$ cat src/rtl/btb_pkg.sv
// rtl/btb_pkg.sv - shared constants and helpers for the branch target buffer
// Purpose: 2-bit predictor encodings and saturating counter update functions.
// Ports: none (package).
package btb_pkg;

  localparam logic [1:0] CTR_SNT = 2'b00;  // strongly not taken
  localparam logic [1:0] CTR_WNT = 2'b01;  // weakly not taken
  localparam logic [1:0] CTR_WT  = 2'b10;  // weakly taken (allocation value)
  localparam logic [1:0] CTR_ST  = 2'b11;  // strongly taken

  function automatic logic [1:0] sat_inc(input logic [1:0] c);
    return (c == CTR_ST) ? CTR_ST : c + 2'b01;
  endfunction

  function automatic logic [1:0] sat_dec(input logic [1:0] c);
    return (c == CTR_SNT) ? CTR_SNT : c - 2'b01;
  endfunction

endpackage

$ cat src/rtl/btb_nway_if.sv
// rtl/btb_nway_if.sv - fetch lookup, resolve update and flush bundle of the BTB
// Purpose: groups the lookup request/response, update port and flush.
// Ports (signals): lk_valid/lk_pc, rsp_valid/rsp_hit/rsp_way/rsp_target/rsp_taken,
//   upd_valid/upd_pc/upd_target/upd_taken, flush.
//   master = pipeline side driving requests, slave = the BTB.
interface btb_nway_if #(
  parameter int PCW  = 32,
  parameter int TGTW = 32,
  parameter int WAYW = 1
);
  logic            lk_valid;
  logic [PCW-1:0]  lk_pc;
  logic            rsp_valid;
  logic            rsp_hit;
  logic [WAYW-1:0] rsp_way;
  logic [TGTW-1:0] rsp_target;
  logic            rsp_taken;
  logic            upd_valid;
  logic [PCW-1:0]  upd_pc;
  logic [TGTW-1:0] upd_target;
  logic            upd_taken;
  logic            flush;

  modport master (
    output lk_valid, lk_pc, upd_valid, upd_pc, upd_target, upd_taken, flush,
    input  rsp_valid, rsp_hit, rsp_way, rsp_target, rsp_taken
  );

  modport slave (
    input  lk_valid, lk_pc, upd_valid, upd_pc, upd_target, upd_taken, flush,
    output rsp_valid, rsp_hit, rsp_way, rsp_target, rsp_taken
  );
endinterface

$ cat src/rtl/btb_tag_match.sv
// rtl/btb_tag_match.sv - per-set way compare with priority encoding
// Purpose: combinational valid&&tag compare across the ways of one set.
// Ports: valid  in  per-way valid bits
//        tags   in  per-way tags, way w at [w*TAGW +: TAGW]
//        tag    in  tag being searched
//        hit    out any way matched
//        way    out lowest matching way (0 on miss)
//        has_inv out some way is invalid
//        inv_way out lowest invalid way (0 if none)
module btb_tag_match #(
  parameter int WAYS = 2,
  parameter int TAGW = 27,
  parameter int WAYW = 1
) (
  input  logic [WAYS-1:0]      valid,
  input  logic [WAYS*TAGW-1:0] tags,
  input  logic [TAGW-1:0]      tag,
  output logic                 hit,
  output logic [WAYW-1:0]      way,
  output logic                 has_inv,
  output logic [WAYW-1:0]      inv_way
);

  // Scan from the highest way down so the lowest index is written last and wins.
  always_comb begin
    hit     = 1'b0;
    way     = '0;
    has_inv = 1'b0;
    inv_way = '0;
    for (int w = WAYS - 1; w >= 0; w--) begin
      if (valid[w] && (tags[w*TAGW +: TAGW] == tag)) begin
        hit = 1'b1;
        way = WAYW'(w);
      end
      if (!valid[w]) begin
        has_inv = 1'b1;
        inv_way = WAYW'(w);
      end
    end
  end

endmodule

$ cat src/rtl/btb_nway.sv
// rtl/btb_nway.sv - N-way set-associative branch target buffer
// Purpose: stores branch targets with 2-bit direction counters, answers a fetch
//   lookup one cycle later and absorbs one resolved-branch update per cycle.
// Ports: clk  in  clock
//        rst  in  synchronous active-high reset
//        bus  slave modport of btb_nway_if (lookup, response, update, flush)
module btb_nway
  import btb_pkg::*;
#(
  parameter int SETS = 8,
  parameter int WAYS = 2,
  parameter int PCW  = 32,
  parameter int TGTW = 32
) (
  input logic        clk,
  input logic        rst,
  btb_nway_if.slave  bus
);

  localparam int IDXW = $clog2(SETS);
  localparam int WAYW = (WAYS > 1) ? $clog2(WAYS) : 1;
  localparam int TAGW = PCW - IDXW - 2;

  typedef struct packed {
    logic            valid;
    logic [TAGW-1:0] tag;
    logic [TGTW-1:0] target;
    logic [1:0]      ctr;
  } btb_entry_t;

  btb_entry_t      entries [SETS][WAYS];
  logic [WAYW-1:0] rr_ptr  [SETS];

  logic [IDXW-1:0] lk_idx, upd_idx;
  logic [TAGW-1:0] lk_tag, upd_tag;

  assign lk_idx  = bus.lk_pc[IDXW+1:2];
  assign lk_tag  = bus.lk_pc[PCW-1:IDXW+2];
  assign upd_idx = bus.upd_pc[IDXW+1:2];
  assign upd_tag = bus.upd_pc[PCW-1:IDXW+2];

  // Instruction-alignment bits never take part in indexing or tagging.
  logic unused_pc_lsbs;
  assign unused_pc_lsbs = ^{bus.lk_pc[1:0], bus.upd_pc[1:0]};

  logic [WAYS-1:0]      lk_vld_vec, upd_vld_vec;
  logic [WAYS*TAGW-1:0] lk_tag_vec, upd_tag_vec;

  always_comb begin
    lk_vld_vec  = '0;
    lk_tag_vec  = '0;
    upd_vld_vec = '0;
    upd_tag_vec = '0;
    for (int w = 0; w < WAYS; w++) begin
      lk_vld_vec[w]               = entries[lk_idx][w].valid;
      lk_tag_vec[w*TAGW +: TAGW]  = entries[lk_idx][w].tag;
      upd_vld_vec[w]              = entries[upd_idx][w].valid;
      upd_tag_vec[w*TAGW +: TAGW] = entries[upd_idx][w].tag;
    end
  end

  logic            lk_hit, upd_hit, upd_has_inv;
  logic [WAYW-1:0] lk_way, upd_way, upd_inv_way;
  logic            lk_unused_has_inv;
  logic [WAYW-1:0] lk_unused_inv_way;

  btb_tag_match #(.WAYS(WAYS), .TAGW(TAGW), .WAYW(WAYW)) u_lk_match (
    .valid   (lk_vld_vec),
    .tags    (lk_tag_vec),
    .tag     (lk_tag),
    .hit     (lk_hit),
    .way     (lk_way),
    .has_inv (lk_unused_has_inv),
    .inv_way (lk_unused_inv_way)
  );

  btb_tag_match #(.WAYS(WAYS), .TAGW(TAGW), .WAYW(WAYW)) u_upd_match (
    .valid   (upd_vld_vec),
    .tags    (upd_tag_vec),
    .tag     (upd_tag),
    .hit     (upd_hit),
    .way     (upd_way),
    .has_inv (upd_has_inv),
    .inv_way (upd_inv_way)
  );

  // Victim: fill a hole first; only when the set is full does round-robin choose.
  logic [WAYW-1:0] victim, rr_next;
  assign victim  = upd_has_inv ? upd_inv_way : rr_ptr[upd_idx];
  assign rr_next = (rr_ptr[upd_idx] == WAYW'(WAYS - 1)) ? '0 : rr_ptr[upd_idx] + 1'b1;

  // Response register: reads the array before this edge's update lands.
  always_ff @(posedge clk) begin
    if (rst) begin
      bus.rsp_valid  <= 1'b0;
      bus.rsp_hit    <= 1'b0;
      bus.rsp_way    <= '0;
      bus.rsp_target <= '0;
      bus.rsp_taken  <= 1'b0;
    end else begin
      bus.rsp_valid <= bus.lk_valid;
      if (bus.lk_valid && lk_hit) begin
        bus.rsp_hit    <= 1'b1;
        bus.rsp_way    <= lk_way;
        bus.rsp_target <= entries[lk_idx][lk_way].target;
        bus.rsp_taken  <= entries[lk_idx][lk_way].ctr[1];
      end else begin
        bus.rsp_hit    <= 1'b0;
        bus.rsp_way    <= '0;
        bus.rsp_target <= '0;
        bus.rsp_taken  <= 1'b0;
      end
    end
  end

  // Storage: reset clears everything, flush only valid bits and pointers
  // (counters survive), and flush swallows any concurrent update.
  always_ff @(posedge clk) begin
    if (rst) begin
      for (int s = 0; s < SETS; s++) begin
        rr_ptr[s] <= '0;
        for (int w = 0; w < WAYS; w++) begin
          entries[s][w] <= '0;
        end
      end
    end else if (bus.flush) begin
      for (int s = 0; s < SETS; s++) begin
        rr_ptr[s] <= '0;
        for (int w = 0; w < WAYS; w++) begin
          entries[s][w].valid <= 1'b0;
        end
      end
    end else if (bus.upd_valid) begin
      if (upd_hit) begin
        entries[upd_idx][upd_way].target <= bus.upd_target;
        entries[upd_idx][upd_way].ctr    <= bus.upd_taken ? sat_inc(entries[upd_idx][upd_way].ctr)
                                                          : sat_dec(entries[upd_idx][upd_way].ctr);
      end else if (bus.upd_taken) begin
        entries[upd_idx][victim].valid  <= 1'b1;
        entries[upd_idx][victim].tag    <= upd_tag;
        entries[upd_idx][victim].target <= bus.upd_target;
        entries[upd_idx][victim].ctr    <= CTR_WT;
        if (!upd_has_inv) begin
          rr_ptr[upd_idx] <= rr_next;
        end
      end
    end
  end

endmodule

$ cat src/flat_wrapper.sv
// flat-port wrapper written by rule: the top's interface ports become plain ports
module btb_nway_flat import btb_pkg::*;
#(
  parameter int SETS = 8,
  parameter int WAYS = 2,
  parameter int PCW  = 32,
  parameter int TGTW = 32
)
  (clk, rst, bus_lk_valid, bus_lk_pc, bus_upd_valid, bus_upd_pc, bus_upd_target, bus_upd_taken, bus_flush, bus_rsp_valid, bus_rsp_hit, bus_rsp_way, bus_rsp_target, bus_rsp_taken);
  btb_nway_if #(.PCW(PCW), .TGTW(TGTW), .WAYW(1)) bus_i ();
  input logic clk;
  input logic rst;
  input wire logic [$bits(bus_i.lk_valid)-1:0] bus_lk_valid;
  input wire logic [$bits(bus_i.lk_pc)-1:0] bus_lk_pc;
  input wire logic [$bits(bus_i.upd_valid)-1:0] bus_upd_valid;
  input wire logic [$bits(bus_i.upd_pc)-1:0] bus_upd_pc;
  input wire logic [$bits(bus_i.upd_target)-1:0] bus_upd_target;
  input wire logic [$bits(bus_i.upd_taken)-1:0] bus_upd_taken;
  input wire logic [$bits(bus_i.flush)-1:0] bus_flush;
  output wire logic [$bits(bus_i.rsp_valid)-1:0] bus_rsp_valid;
  output wire logic [$bits(bus_i.rsp_hit)-1:0] bus_rsp_hit;
  output wire logic [$bits(bus_i.rsp_way)-1:0] bus_rsp_way;
  output wire logic [$bits(bus_i.rsp_target)-1:0] bus_rsp_target;
  output wire logic [$bits(bus_i.rsp_taken)-1:0] bus_rsp_taken;
  assign bus_i.lk_valid = bus_lk_valid;
  assign bus_i.lk_pc = bus_lk_pc;
  assign bus_i.upd_valid = bus_upd_valid;
  assign bus_i.upd_pc = bus_upd_pc;
  assign bus_i.upd_target = bus_upd_target;
  assign bus_i.upd_taken = bus_upd_taken;
  assign bus_i.flush = bus_flush;
  assign bus_rsp_valid = bus_i.rsp_valid;
  assign bus_rsp_hit = bus_i.rsp_hit;
  assign bus_rsp_way = bus_i.rsp_way;
  assign bus_rsp_target = bus_i.rsp_target;
  assign bus_rsp_taken = bus_i.rsp_taken;
  btb_nway #(.SETS(SETS), .WAYS(WAYS), .PCW(PCW), .TGTW(TGTW)) u_core (.clk(clk), .rst(rst), .bus(bus_i));
endmodule
$ cat config.mk
export PLATFORM = sky130hd
export DESIGN_NAME = btb_nway_flat
export DESIGN_NICKNAME = d
export VERILOG_FILES = /design/src/rtl/btb_pkg.sv /design/src/rtl/btb_nway_if.sv /design/src/rtl/btb_tag_match.sv /design/src/rtl/btb_nway.sv /design/src/flat_wrapper.sv
export SDC_FILE = /design/constraint.sdc
export NUM_CORES = 2
export LEC_CHECK = 0
export CAP_MARGIN = 20
export CORE_AREA = 3 3 305 307
export DETAILED_ROUTE_END_ITERATION = 8
export DIE_AREA = 0 0 308 310
export GPL_TIMING_DRIVEN = 0
export PLACE_DENSITY = 0.86
export SLEW_MARGIN = 20
export SYNTH_ARGS = -nofsm -noshare
export SYNTH_HDL_FRONTEND = slang
export SYNTH_SLANG_ARGS = --single-unit
$ cat constraint.sdc
create_clock -name clk -period 5.5 [get_ports clk]
set_input_delay 1.65 -clock clk [delete_from_list [all_inputs] [get_ports clk]]
set_output_delay 1.65 -clock clk [all_outputs]
set_load 0.05 [all_outputs]
==> run_results.csv <==
group,metric,value,unit
outcome,outcome,"complete, but fails checks",
outcome,failed_checks,"DRC, setup timing",
synth,synth_top_area_share,58.3,%
grt,antenna_found_initial,9,
floorplanning,die_w,308,µm
sta,fin_crit_sh,103,%
power_and_ir_drop,intPower,13.6,mW
setup_path,criticalPathCategory,"input pin to flip-flop",
setup_path,worstReg2RegEnd,"u_core.bus.rsp_target[12]",
synth,synth_top_flop_cell,"edfxtp_1",
setup_path,crit_path_end_kind,"flip-flop",
clock_tree,clock_path_buffers,3,
clock_tree,cts-buffers-inserted,103,
power_and_ir_drop,p_per_area,311,nW/µm²
placement,gp_congestion,1.02,
routing,drtPass1Iterations,9,
clock_tree,path_clk_slew,70,ps
setup_path,r2r_setup_slack,1300,ps
power_and_ir_drop,leakage,21.4,nW
routing,antenna_left,0,
setup_path,crit_chain,"clkdlybuf4s50_1 -> and2_1 -> clkbuf_1 -> buf_4 -> a22oi_1 -> and3_1 -> o22ai_1 -> nor4_2 -> nand4_1 -> buf_4 -> buf_2 -> nand3_2 -> buf_4 -> nor2_4 -> or2_4",
min_path,hold_path.class,"flip-flop to flip-flop",
synth,synthDistinctLibCells,61,
finish,syn_to_final_growth,15.2,%
synth,synthArstFlopShare,0,%
power_and_ir_drop,switchingPower,4.55,mW
floorplanning,fp.dieH,310,µm
floorplanning,fp-row-count,110,
grt,grt_pass1_vias,35566,
setup_path,startpoint,"bus_upd_pc[3]",
synth,synth_nets,3518,
clock_tree,clock_latency,740,ps
placement,place_ws,-2490,ps
floorplanning,die_area,95500,µm²
synth,synth_edf_count,984,
grt,grt_first_pass_wirelength,247000,µm
setup_path,start_kind,"input pin",
synth,synth.avg_cell_area,14.8,µm²
sta,setup_ws,-157,ps
routing,drcViolationCount,1,
synth,synth.ff_latch_count,1036,
sta,slew_violations,0,
floorplanning,ios,138,
synth,syn_area,50700,µm²
power_and_ir_drop,peakVddDrop,0.307,mV
sta,min_period,5660,ps
clock_tree,cts_tree,"done",
synth,synth_top_area_cell,"edfxtp_1",
synth,synth-warning-count,0,
clock_tree,cts_root_buffer,"clkbuf_16",
setup_path,critPathSlowestCell,"clkdlybuf4s50_1",
power_and_ir_drop,seq_power_share,50.0,%
routing,via_per_inst,7.19,
sta,fmax,0.177,GHz
synth,netlist_top_cells_area,"edfxtp_1 58%, mux4_2 13%, and2_1 11%",
min_path,worstHoldPathCells,1,
floorplanning,core_area,90300,µm²
setup_path,max_stage_delay,540,ps
power_and_ir_drop,finalPower,18.2,mW
clock_tree,cts_hold_buffers,0,
sta,slew_headroom,6.14,%
setup_path,crit_fanout,13,
routing,dr.first_iter.drc_count,7002,
power_and_ir_drop,p_sw_share,25.0,%
run,drv_cap,0,
min_path,hold_path.startpoint,"u_core.entries[1][61]",
finish,nets,3825,
sta,hold_violations,0,
grt,gr-usage-all-layers,36.8,%
setup_path,reg2reg_from,"u_core.entries[4][102]",
setup_path,cp.arrival,6040,ps
placement,hpwl,107000,µm
synth,synth-seq-area-share,60.4,%
clock_tree,cts.sinks,1036,
grt,grt_max_degree,28,
routing,routedWlPerCell,35.6,µm
floorplanning,start_util,56.1,%
sta,setup_viol,814,
routing,wl,178000,µm
finish,num-fill-cells,5955,
finish,regArea,30600,µm²
finish,multi_input_area,19400,µm²
sta,max_slew.worst_pin.slew,1410,ps
sta,clock_skew,48.7,ps
routing,vias,35908,
setup_path,required,5880,ps
power_and_ir_drop,comb_power_share,10.4,%
setup_path,cp_common_cell,"buf_4",
grt,grt_overflow,0,
setup_path,rr_worst_depth,10,
synth,synthesis.instances,3416,
finish,drive_above_1_share,20.8,%
placement,port_buffers,115,
min_path,holdPathEnd,"u_core.entries[1][61]",
power_and_ir_drop,p_clk_share,39.6,%
clock_tree,htreeDepth,3,
## per-stage QoR
step	hold WS [ps]	setup TNS [ps]	utilization, %	area [µm²]	std cells
final	480	-42910	64.6	58400	4997
after floorplan	438	0	-	50700	3416
after CTS	479	-310	64.1	57900	4963
after global placement	445	-4078000	59.0	53300	4707
after detailed placement	465	-3838370	59.2	53400	4712
after global routing	497	-91.9	64.6	58300	4986
## placed cells by master (no fill, tap or decap), types with 11 or more instances in the layout
cell type	instances
mux2_2	14
nor4_1	12
diode_2	11
edfxtp_1	984
clkbuf_4	23
buf_1	13
nand3_1	11
buf_12	22
nor2_4	20
mux2i_1	283
o21ai_0	21
clkbuf_16	103
or2_4	47
a22oi_1	62
xnor2_1	41
dfxtp_1	52
clkbuf_1	161
clkinv_2	21
xor2_1	28
buf_2	32
and3_1	27
nor2b_1	18
a21oi_1	34
nand2_1	22
clkbuf_2	58
nor3_1	57
mux4_2	282
and2_1	897
o22ai_1	55
buf_4	79
clkinv_1	13
nor2_1	32
a21o_1	19
clkdlybuf4s50_1	114
## registers in the layout, summed over array words and instances, names as in the netlist
signal / count
u_core.rr_ptr: 8
u_core.bus.rsp_target: 32
u_core.bus.rsp_valid: 1
u_core.bus.rsp_taken: 1
u_core.bus.rsp_hit: 1
u_core.entries: 992
u_core.bus.rsp_way: 1
## logic make-up after synthesis
| family | synth area share [%] |
|---|---|
| flip-flops | 60.4 |
| AO/OA/AOI/OAI | 2.94 |
| adder cells (fa/ha/maj) | 0.0395 |
| buffers and inverters | 2.65 |
| multiplexers | 18.5 |
| XOR/XNOR | 1.23 |
| AND/OR/NAND/NOR | 14.3 |
## synth_stat cells (5+ instances only)
cell        n
buf_1      23
xnor2_1    42
nor2_1     50
a21o_1     19
o22ai_1    56
dfxtp_1    52
clkbuf_2    6
nand4_1     9
mux2i_1   285
nand2b_1    9
nor2b_1    18
o21a_1      5
o22a_1      5
and3_1     27
a21oi_1    34
or2_2      30
clkbuf_1  205
nand2_1    24
buf_2      54
mux4_2    282
o21ai_0    22
xor2_1     29
or3_1       7
and2_1    897
nand3_1    15
buf_4      18
a22oi_1    64
edfxtp_1  984
nor3_1     61
mux2_2     14
nor4_1     18
inv_1       6
## repair_timing
action                                  in CTS  in global routing
resized for setup                          196                 82
setup buffers                               38                 21
cloned                                      21                  5
endpoints found under the setup margin    2018               1328
pin swaps                                   13                  3
## worst max-delay path by stage
stage	slack (ps)	cells after the start	to
floorplan	60	13	u_core.entries[5][0]
global placement	-2940	12	u_core.entries[3][67]
detailed placement	-2490	12	u_core.entries[5][88]
CTS	-140	12	u_core.bus.rsp_target[12]
global route	-20	16	u_core.entries[3][72]
finish	-160	15	u_core.entries[7][96]
## power by group through the flow
| stage | combinational [mW] | sequential, mW | clock [mW] |
|---|---|---|---|
| floorplan | 1.03 | 9.18 | 0 |
| finish | 1.89 | 9.09 | 7.21 |
| CTS | 1.75 | 9.07 | 7.10 |
| detailed placement | 1.66 | 9.24 | 0 |
| global route | 1.89 | 9.11 | 7.41 |
| global placement | 1.62 | 9.21 | 0 |
## area by class of cell
| type | instances | share of cell area (%) |
|---|---|---|
| buffer | 305 | 2.67 |
| antenna | 11 | 0.0472 |
| timing repair buffer | 179 | 3.27 |
| clock buffer | 136 | 4.71 |
| sequential | 1036 | 52.4 |
| multi-input combinational | 2090 | 33.3 |
| inverter | 8 | 0.0514 |
| tap | 1176 | 2.52 |
| clock inverter | 56 | 1.07 |
## layer usage
metal	global-route usage (%)	share of wire, %
met1	42.2	30
met2	54.3	43
met3	16.0	17
met4	29.4	10
met5	0.297	0.013
## critical path: cells and delay by family
family	cells	cell delay, ps
buffers and inverters	6	2110
AOI/OAI and AO/OA	2	440
and+or+nand+nor	7	1810
Note: power is estimated with default switching activity, not from simulation.
